### config.mk
export PLATFORM = sky130hd
export DESIGN_NAME = vga_fb_arbiter_flat
export DESIGN_NICKNAME = d
export VERILOG_FILES = /design/src/rtl/vga_pkg.sv /design/src/rtl/vga_fb_arbiter_if.sv /design/src/rtl/vga_sync_delay.sv /design/src/rtl/vga_fb_arbiter.sv /design/src/flat_wrapper.sv
export SDC_FILE = /design/constraint.sdc
export NUM_CORES = 1
export LEC_CHECK = 0
export CAP_MARGIN = 20
export CORE_ASPECT_RATIO = 0.5
export CORE_MARGIN = 2
export CORE_UTILIZATION = 28
export CTS_BUF_LIST = sky130_fd_sc_hd__clkbuf_2 sky130_fd_sc_hd__clkbuf_4 sky130_fd_sc_hd__clkbuf_8
export DETAILED_ROUTE_END_ITERATION = 16
export PLACE_DENSITY_LB_ADDON = 0.3
export SYNTH_ARGS = -nofsm -noshare
export SYNTH_HDL_FRONTEND = slang
export SYNTH_HIERARCHICAL = 1
export SYNTH_SLANG_ARGS = --single-unit
### constraint.sdc
create_clock -name CLK_IN -period 1.93 [get_ports CLK_IN]
set_clock_uncertainty 0.1 [all_clocks]
set_input_delay 0.579 -clock CLK_IN [delete_from_list [all_inputs] [get_ports CLK_IN]]
set_output_delay 0.579 -clock CLK_IN [all_outputs]
set_load 0.005 [all_outputs]
### src/rtl/vga_pkg.sv
// ---------------------------------------------------------------------------
// vga_pkg
// Shared constants and helpers for the 640x480 VGA framebuffer path.
// The framebuffer is 160x120 pixels, each shown as a 4x4 block on screen.
// A pixel address is {row[6:0], col[7:0]}.
// ---------------------------------------------------------------------------
package vga_pkg;

  localparam int H_ACTIVE       = 640;
  localparam int V_ACTIVE       = 480;
  localparam int FB_SCALE_SHIFT = 2;
  localparam int PIX_W          = 9;
  localparam int ADDR_W         = 15;
  localparam int FB_ROW_W       = 7;
  localparam int FB_COL_W       = 8;

  // Packs a framebuffer row/column pair into a RAM address.
  function automatic logic [ADDR_W-1:0] fb_addr(input logic [FB_ROW_W-1:0] row,
                                                input logic [FB_COL_W-1:0] col);
    return {row, col};
  endfunction

endpackage

### src/rtl/vga_fb_arbiter_if.sv
// ---------------------------------------------------------------------------
// vga_fb_arbiter_if
// Host read/write port of the framebuffer arbiter.
//   master : the host (drives request fields, receives READY/RVALID/RDATA)
//   slave  : the arbiter
// Signals:
//   HOST_VALID  request present        HOST_READY  request accepted this cycle
//   HOST_WE     1 = write, 0 = read    HOST_ADDR   framebuffer address
//   HOST_WDATA  write data             HOST_RVALID read data valid
//   HOST_RDATA  read data
// ---------------------------------------------------------------------------
interface vga_fb_arbiter_if #(
  parameter int PIX_W  = 9,
  parameter int ADDR_W = 15
);

  logic              HOST_VALID;
  logic              HOST_READY;
  logic              HOST_WE;
  logic [ADDR_W-1:0] HOST_ADDR;
  logic [PIX_W-1:0]  HOST_WDATA;
  logic              HOST_RVALID;
  logic [PIX_W-1:0]  HOST_RDATA;

  modport master (
    output HOST_VALID, HOST_WE, HOST_ADDR, HOST_WDATA,
    input  HOST_READY, HOST_RVALID, HOST_RDATA
  );

  modport slave (
    input  HOST_VALID, HOST_WE, HOST_ADDR, HOST_WDATA,
    output HOST_READY, HOST_RVALID, HOST_RDATA
  );

endinterface

### src/rtl/vga_sync_delay.sv
// ---------------------------------------------------------------------------
// vga_sync_delay
// N-stage shift register used to delay-match timing flags to the colour path.
// Ports:
//   i_clk   clock
//   i_rst   synchronous active-high reset, loads RST_VAL into every stage
//   i_d     W-bit input
//   o_q     W-bit output, i_d delayed by N cycles
// ---------------------------------------------------------------------------
module vga_sync_delay #(
  parameter int             N       = 2,
  parameter int             W       = 3,
  parameter logic [W-1:0]   RST_VAL = '0
) (
  input  logic         i_clk,
  input  logic         i_rst,
  input  logic [W-1:0] i_d,
  output logic [W-1:0] o_q
);

  logic [W-1:0] r_pipe [N];

  // Shift the flags one stage per clock; reset puts every stage in its inactive value.
  always_ff @(posedge i_clk) begin
    if (i_rst) begin
      for (int i = 0; i < N; i++) begin
        r_pipe[i] <= RST_VAL;
      end
    end else begin
      r_pipe[0] <= i_d;
      for (int i = 1; i < N; i++) begin
        r_pipe[i] <= r_pipe[i-1];
      end
    end
  end

  assign o_q = r_pipe[N-1];

endmodule

### src/rtl/vga_fb_arbiter.sv
// ---------------------------------------------------------------------------
// vga_fb_arbiter
// Shares one single-port video RAM between VGA scanout and a host port, and
// turns 160x120 framebuffer pixels into registered VGA colour + syncs.
// Scanout owns the RAM when DISPLAY_ON=1 and HPOS[1:0]=0; the host owns it in
// every other cycle.
// Ports:
//   CLK_IN, RST              pixel clock, synchronous active-high reset
//   HPOS, VPOS, DISPLAY_ON   raster position and active-video flag
//   HSYNC_IN, VSYNC_IN       active-high syncs from the timing generator
//   host                     host request/response port (slave side)
//   MEM_ADDR/WE/WDATA        RAM command, combinational
//   MEM_RDATA                RAM read data, one cycle after the address
//   VGA_RED/GREEN/BLUE       registered 3-bit colour
//   VGA_HSYNC, VGA_VSYNC     active-low syncs, delay-matched to colour
// ---------------------------------------------------------------------------
module vga_fb_arbiter #(
  parameter int PIX_W  = 9,
  parameter int ADDR_W = 15
) (
  input  logic              CLK_IN,
  input  logic              RST,
  input  logic [9:0]        HPOS,
  input  logic [9:0]        VPOS,
  input  logic              DISPLAY_ON,
  input  logic              HSYNC_IN,
  input  logic              VSYNC_IN,
  vga_fb_arbiter_if.slave   host,
  output logic [ADDR_W-1:0] MEM_ADDR,
  output logic              MEM_WE,
  output logic [PIX_W-1:0]  MEM_WDATA,
  input  logic [PIX_W-1:0]  MEM_RDATA,
  output logic [2:0]        VGA_RED,
  output logic [2:0]        VGA_GREEN,
  output logic [2:0]        VGA_BLUE,
  output logic              VGA_HSYNC,
  output logic              VGA_VSYNC
);

  import vga_pkg::*;

  logic [FB_ROW_W-1:0] w_row;
  logic [FB_COL_W-1:0] w_col;
  logic                w_scan_slot;
  logic                w_host_acc;
  logic                w_rd_acc;
  logic [PIX_W-1:0]    w_pix;
  logic [1:0]          w_sync_q;
  logic                w_de_d1;

  logic                r_scan_d1;
  logic                r_rd_pend;
  logic [PIX_W-1:0]    r_pix;
  logic [2:0]          r_red;
  logic [2:0]          r_green;
  logic [2:0]          r_blue;

  // Slot decision, RAM command mux and host response.
  always_comb begin
    w_row       = FB_ROW_W'(VPOS >> FB_SCALE_SHIFT);
    w_col       = FB_COL_W'(HPOS >> FB_SCALE_SHIFT);
    w_scan_slot = DISPLAY_ON & (HPOS[FB_SCALE_SHIFT-1:0] == '0);

    // READY does not wait for VALID: a host slot is offered whether used or not.
    host.HOST_READY = ~RST & ~w_scan_slot;
    w_host_acc      = host.HOST_READY & host.HOST_VALID;
    w_rd_acc        = w_host_acc & ~host.HOST_WE;

    if (w_scan_slot) begin
      MEM_ADDR = ADDR_W'(fb_addr(w_row, w_col));
    end else begin
      MEM_ADDR = host.HOST_ADDR;
    end
    MEM_WE    = w_host_acc & host.HOST_WE;
    MEM_WDATA = host.HOST_WDATA;

    // Gating with RST discards a read accepted just before reset was asserted.
    host.HOST_RVALID = r_rd_pend & ~RST;
    if (host.HOST_RVALID) begin
      host.HOST_RDATA = MEM_RDATA;
    end else begin
      host.HOST_RDATA = '0;
    end

    // The first pixel of a group is taken straight off the RAM so it reaches
    // the colour register in the same cycle it is captured.
    if (r_scan_d1) begin
      w_pix = MEM_RDATA;
    end else begin
      w_pix = r_pix;
    end
  end

  // Scan capture, read tracking and the registered colour stage.
  always_ff @(posedge CLK_IN) begin
    if (RST) begin
      r_scan_d1 <= 1'b0;
      r_rd_pend <= 1'b0;
      r_pix     <= '0;
      r_red     <= 3'd0;
      r_green   <= 3'd0;
      r_blue    <= 3'd0;
    end else begin
      r_scan_d1 <= w_scan_slot;
      r_rd_pend <= w_rd_acc;
      if (r_scan_d1) begin
        r_pix <= MEM_RDATA;
      end
      if (w_de_d1) begin
        r_red   <= w_pix[8:6];
        r_green <= w_pix[5:3];
        r_blue  <= w_pix[2:0];
      end else begin
        r_red   <= 3'd0;
        r_green <= 3'd0;
        r_blue  <= 3'd0;
      end
    end
  end

  // Syncs are inverted before the pipe so the stages hold the active-low
  // form and reset to the inactive (high) level.
  vga_sync_delay #(
    .N       (2),
    .W       (2),
    .RST_VAL (2'b11)
  ) u_sync_dly (
    .i_clk (CLK_IN),
    .i_rst (RST),
    .i_d   ({~HSYNC_IN, ~VSYNC_IN}),
    .o_q   (w_sync_q)
  );

  // DISPLAY_ON needs one stage here: the colour register is its second stage.
  vga_sync_delay #(
    .N       (1),
    .W       (1),
    .RST_VAL (1'b0)
  ) u_de_dly (
    .i_clk (CLK_IN),
    .i_rst (RST),
    .i_d   (DISPLAY_ON),
    .o_q   (w_de_d1)
  );

  assign VGA_RED   = r_red;
  assign VGA_GREEN = r_green;
  assign VGA_BLUE  = r_blue;
  assign VGA_HSYNC = w_sync_q[1];
  assign VGA_VSYNC = w_sync_q[0];

endmodule

### src/flat_wrapper.sv
// flat-port wrapper written by rule: the top's interface ports become plain ports
module vga_fb_arbiter_flat import vga_pkg::*;
#(
  parameter int PIX_W  = 9,
  parameter int ADDR_W = 15
)
  (CLK_IN, RST, HPOS, VPOS, DISPLAY_ON, HSYNC_IN, VSYNC_IN, MEM_ADDR, MEM_WE, MEM_WDATA, MEM_RDATA, VGA_RED, VGA_GREEN, VGA_BLUE, VGA_HSYNC, VGA_VSYNC, host_HOST_VALID, host_HOST_WE, host_HOST_ADDR, host_HOST_WDATA, host_HOST_READY, host_HOST_RVALID, host_HOST_RDATA);
  vga_fb_arbiter_if #(.PIX_W(PIX_W), .ADDR_W(ADDR_W)) host_i ();
  input  logic CLK_IN;
  input  logic RST;
  input  logic [9:0] HPOS;
  input  logic [9:0] VPOS;
  input  logic DISPLAY_ON;
  input  logic HSYNC_IN;
  input  logic VSYNC_IN;
  output logic [ADDR_W-1:0] MEM_ADDR;
  output logic MEM_WE;
  output logic [PIX_W-1:0] MEM_WDATA;
  input  logic [PIX_W-1:0] MEM_RDATA;
  output logic [2:0] VGA_RED;
  output logic [2:0] VGA_GREEN;
  output logic [2:0] VGA_BLUE;
  output logic VGA_HSYNC;
  output logic VGA_VSYNC;
  input wire logic [$bits(host_i.HOST_VALID)-1:0] host_HOST_VALID;
  input wire logic [$bits(host_i.HOST_WE)-1:0] host_HOST_WE;
  input wire logic [$bits(host_i.HOST_ADDR)-1:0] host_HOST_ADDR;
  input wire logic [$bits(host_i.HOST_WDATA)-1:0] host_HOST_WDATA;
  output wire logic [$bits(host_i.HOST_READY)-1:0] host_HOST_READY;
  output wire logic [$bits(host_i.HOST_RVALID)-1:0] host_HOST_RVALID;
  output wire logic [$bits(host_i.HOST_RDATA)-1:0] host_HOST_RDATA;
  assign host_i.HOST_VALID = host_HOST_VALID;
  assign host_i.HOST_WE = host_HOST_WE;
  assign host_i.HOST_ADDR = host_HOST_ADDR;
  assign host_i.HOST_WDATA = host_HOST_WDATA;
  assign host_HOST_READY = host_i.HOST_READY;
  assign host_HOST_RVALID = host_i.HOST_RVALID;
  assign host_HOST_RDATA = host_i.HOST_RDATA;
  vga_fb_arbiter #(.PIX_W(PIX_W), .ADDR_W(ADDR_W)) u_core (.CLK_IN(CLK_IN), .RST(RST), .HPOS(HPOS), .VPOS(VPOS), .DISPLAY_ON(DISPLAY_ON), .HSYNC_IN(HSYNC_IN), .VSYNC_IN(VSYNC_IN), .host(host_i), .MEM_ADDR(MEM_ADDR), .MEM_WE(MEM_WE), .MEM_WDATA(MEM_WDATA), .MEM_RDATA(MEM_RDATA), .VGA_RED(VGA_RED), .VGA_GREEN(VGA_GREEN), .VGA_BLUE(VGA_BLUE), .VGA_HSYNC(VGA_HSYNC), .VGA_VSYNC(VGA_VSYNC));
endmodule
After elaboration in Yosys (flattened, before gate mapping)
Memories as Yosys holds them, arrays and structs flattened.
Index checks and enable logic that the tools add are counted.
{"block": "op_classes", "muxes": 10, "bitwise": 14, "reduce_logical": 3}
{"op": "9-bit 2-to-1 mux", "count": 2}
{"op": "15-bit 2-to-1 mux", "count": 1}
{"op": "1-bit AND", "count": 6}
{"op": "1-bit inverter", "count": 6}
{"op": "1-bit 2-to-1 mux", "count": 5}
{"op": "2-bit 2-to-1 mux", "count": 2}
{"op": "2-bit zero test", "count": 1}
{"op": "1-bit OR", "count": 2}
{"op": "2-bit OR reduction", "count": 1}
{"op": "1-bit OR reduction", "count": 1}
{"block": "word_totals", "register_bits": 20, "ramBits": 5, "elab_cells": 35, "memories": 2}
{"name": "u_core.u_sync_dly.r_pipe", "words": 2, "word_bits": 2, "rd": 2, "rd_clocked_by_memory_dff": 0, "write_ports": 2, "line_no": "vga_sync_delay.sv:21", "rtl": "logic [W-1:0] r_pipe [N];"}
{"name": "u_core.u_de_dly.r_pipe", "words": 1, "word_bits": 1, "rd": 1, "rd_clocked_by_memory_dff": 0, "write_ports": 1, "line_no": "vga_sync_delay.sv:21"}

Logic depth before layout (Yosys ltp)
{"block": "depth", "ltp_word": 6, "ltp_mapped": 4, "ltp_nobuf": 2}

Cells and area by module
The synthesis kept the hierarchy.
{"mod": "vga_fb_arbiter", "n_inst": 1, "cells_each": 95, "area_each_um2": 1006.0}
{"mod": "vga_sync_delay at u_core.u_sync_dly", "n_inst": 1, "cells_each": 10, "area_each_um2": 120.1}
{"mod": "vga_sync_delay at u_core.u_de_dly", "n_inst": 1, "cells_each": 2, "area_each_um2": 33.8}

Worst setup path after synthesis
Ideal clock, no wire load.
{"block": "synth_path", "path_type": "in2out", "start": "input HPOS[1]", "end": "output MEM_ADDR[10]", "arrival_ns": 1.352, "required_time_ns": 1.251, "path_slack_ns": -0.101, "cell_stages": 4, "cell_sequence": "nor3b_2 > buf_6 > buf_12 > mux2_4"}
{"block": "synth_between", "elab_chain_cells": 3}
{"item": "start, declared", "line_no": "flat_wrapper.sv:11", "rtl": "input logic [9:0] HPOS;"}
{"item": "2-bit zero test", "line_no": "vga_fb_arbiter.sv:62", "rtl": "w_scan_slot = DISPLAY_ON & (HPOS[FB_SCALE_SHIFT-1:0] == '0);"}
{"item": "1-bit AND", "line_no": "vga_fb_arbiter.sv:62"}
{"item": "15-bit 2-to-1 mux", "line_no": "vga_fb_arbiter.sv:69", "rtl": "if (w_scan_slot) begin"}
{"item": "end, declared", "line_no": "flat_wrapper.sv:16", "rtl": "output logic [ADDR_W-1:0] MEM_ADDR;"}
Every way passes these cells.

Final worst setup path
{"block": "layout_path", "start": "input DISPLAY_ON", "end": "output MEM_WE"}
{"block": "layout_between", "elab_chain_cells": 5}
{"item": "start, declared", "line_no": "flat_wrapper.sv:13", "rtl": "input logic DISPLAY_ON;"}
{"item": "1-bit AND", "line_no": "vga_fb_arbiter.sv:62"}
{"item": "1-bit inverter", "line_no": "vga_fb_arbiter.sv:65", "rtl": "host.HOST_READY = ~RST & ~w_scan_slot;"}
{"item": "1-bit AND", "line_no": "vga_fb_arbiter.sv:65"}
{"item": "1-bit AND", "line_no": "vga_fb_arbiter.sv:66", "rtl": "w_host_acc = host.HOST_READY & host.HOST_VALID;"}
{"item": "1-bit AND", "line_no": "vga_fb_arbiter.sv:74", "rtl": "MEM_WE = w_host_acc & host.HOST_WE;"}
{"item": "end, declared", "line_no": "flat_wrapper.sv:17", "rtl": "output logic MEM_WE;"}
Every way passes these cells.

==> out/metrics.cfg <==
[run_status]
status=finished with violations
violations=setup timing

[routing]
antenna_left=0
initialDrtViolationCount=12
drt-total-wl_mm=2.92
viasPerCell=4.13
wl_per_cell_um=11.4
drc=0
drtPass1Iterations=4
num_vias=1062

[final_layout]
finalInstanceArea_um2=2240
areaGrowthSynthToFinish_pct=93.3
nets=264
antennaDiodeCount=0
fillers=376
drive_gt1_share_pct=39.4

[clock_network]
cts-htree-levels=1
clk_pin_slew_worst_paths_ns=0.08
clk_latency_ns=0.26
cts_hold_buf=0
clk_path_buf_depth=2
clock-sinks=25
clockRootBuffer=clkbuf_8
cts_tree=built
numCtsBuffers=3

[critical_path]
cp-end-kind=primary output
path_class=primary input to primary output
arrival_ns=1.58
r2r_start=u_core/r_scan_d1
cp.required_ns=1.25
ff2ff_setup_slack_ns=0.68
startpoint_type=primary input
crit_start=DISPLAY_ON
reg2reg_depth=2
cp_max_fo=3

[power_and_ir_drop]
switching_share_pct=20.8
switchingPower_mw=0.231
peakVddDrop_mv=0.270
pwr-share-seq_pct=48.0
power.leakage_nw=1.00
powerDensity_nw_per_um2=494
clkPwrFrac_pct=26.5
pwr-share-comb_pct=25.5
p_int_mw=0.878

[synthesis]
synth_commonest_cells=dfxtp_1, nor2_1, buf_4
syn_area_um2=1160
ys_ff_latch=25
yosys.area.top_type=dfxtp_1
ys_seq_area_share_pct=43.1
yosys.area.top_type_share_pct=43.1
synth_nets=167
synthArstFlopShare_pct=0
synth_cell_types=19
yosysMostFrequentCell=dfxtp_1
yosysWarningCount=6
synth_edf_count=0
synth_cells=107
synth_area_per_cell_um2=10.8
ys.flop_type=dfxtp_1
synthTopCellsByArea=dfxtp_1, mux2_2, mux2i_1

[placement]
gp_congestion=0.665
dp_hpwl_mm=2.19
dp_slack_ns=-1.03
place_area_um2=2080
port_buffers=85

[worst_hold_path]
worst_hold_path_type=register to register
min_path_cells=1
min_from=u_core/u_sync_dly/r_pipe[0][1]

[timing]
fin_crit_sh_pct=117
finalWorstSetupSlack_ns=-0.333
slew_violations=0
max_slew_margin_pct=63.6
rsz0062_at_grt=true
min_period_ns=2.26
hold_ws_ns=0.308
max_freq_ghz=0.442
max_slew.worst_pin.slew_ns=0.545
hold_violations=0
setup_viol=17

[global_route]
grt_pass1_wl_mm=4.71
grt-ovfl-total=0
grt_usage_pct=12.9
first_global_vias=1049
grt_max_degree=15
antenna_found_initial=0

[die]
rows=16
io_pins=107
core-area_um2=3940
chipHeight_um=49.5
start_util_pct=29.4
die_w_um=95.0
die-area_um2=4700

[run]
maxCapViolations=0

-- through the flow --
stage	instances	TNS, ns	utilization (%)	total power, mW
6_report	257	-5.12	56.9	1.11
5_1_grt	257	-6.16	56.9	1.16
4_1_cts	259	-5.84	57.2	1.12
3_5_place_dp	244	-24.31	52.7	0.803
3_3_place_gp	244	-24.17	52.7	0.799
2_1_floorplan	107	-0.640	-	0.635
-- power groups by stage --
| stage | clock, mW | sequential [mW] | combinational (mW) |
|---|---|---|---|
| 2_1_floorplan | 0 | 0.541 | 0.0942 |
| 3_5_place_dp | 0 | 0.544 | 0.259 |
| 5_1_grt | 0.328 | 0.534 | 0.303 |
| 6_report | 0.294 | 0.532 | 0.283 |
| 3_3_place_gp | 0 | 0.544 | 0.255 |
| 4_1_cts | 0.301 | 0.532 | 0.288 |
-- state kept, by name, summed over array words and instances (netlist names) --
name	cells
u_core/u_de_dly/r_pipe	1
u_core/VGA_GREEN	3
u_core/VGA_RED	3
u_core/u_sync_dly/r_pipe	4
u_core/r_rd_pend	1
u_core/VGA_BLUE	3
u_core/r_scan_d1	1
u_core/r_pix	9
-- critical path: stages --
cell and delay [ns]:
buf_6 0.09, nor3b_4 0.15, buf_4 0.13, buf_6 0.12, buf_6 0.11, nor4bb_4 0.26
buf_2 0.15
-- worst paths after layout --
path                                    end
max reg2reg               u_core/VGA_RED[1]
max                                  MEM_WE
min          u_core/u_sync_dly/r_pipe[0][3]
min reg2reg  u_core/u_sync_dly/r_pipe[0][3]
-- final cells by class --
| type | count | area (um2) | share of cell area (%) |
|---|---|---|---|
| Clock buffer | 3 | 41.3 | 1.84 |
| Clock inverter | 1 | 5.00 | 0.223 |
| Inverter | 2 | 7.51 | 0.335 |
| Multi-Input combinational cell | 63 | 572 | 25.5 |
| Sequential cell | 25 | 500 | 22.3 |
| Tap cell | 54 | 67.6 | 3.01 |
| Timing Repair Buffer | 109 | 1050 | 46.8 |
-- what timing repair did --
| item | 4_1_cts | 5_1_grt |
|---|---|---|
| gates cloned | 2 | 0 |
| setup endpoints to repair | 27 | 23 |
| pin swaps | 10 | 1 |
| resized for setup | 178 | 7 |
| buffers inserted | 10 | 3 |
-- cells by family (layout without fill, tap and decap cells) --
logic type	count (synthesis)	after routing	share of synthesized area, %
buffers and inverters	19	115	12.1
flip-flops	25	25	43.1
AND/OR/NAND/NOR	39	39	20.5
multiplexers	24	24	24.3
-- placed cells by master, fill, tap and decap left out, types with 2 or more instances in the layout --
master and instances:
buf_4 14, dlygate4sd2_1 11, buf_6 27, clkdlybuf4s50_1 43, buf_8 2, buf_2 10
and2_1 8, or2_1 4, inv_1 2, mux2_4 15, dfxtp_1 25, nor2_1 18
nor2b_4 2, clkbuf_8 3, mux2i_1 9
-- layer usage --
metal  wire length (um)  vias to the layer above  track usage, %  share of wire, %
met4                 27                        0            3.86              0.93
met2               1560                       53            25.8                53
met3                287                        2            3.82               9.8
met5                  0                        -               0                 0
met1               1040                      482            12.7                36
li1                   -                      525               -                 -
Note: power is estimated with default switching activity, not from simulation.
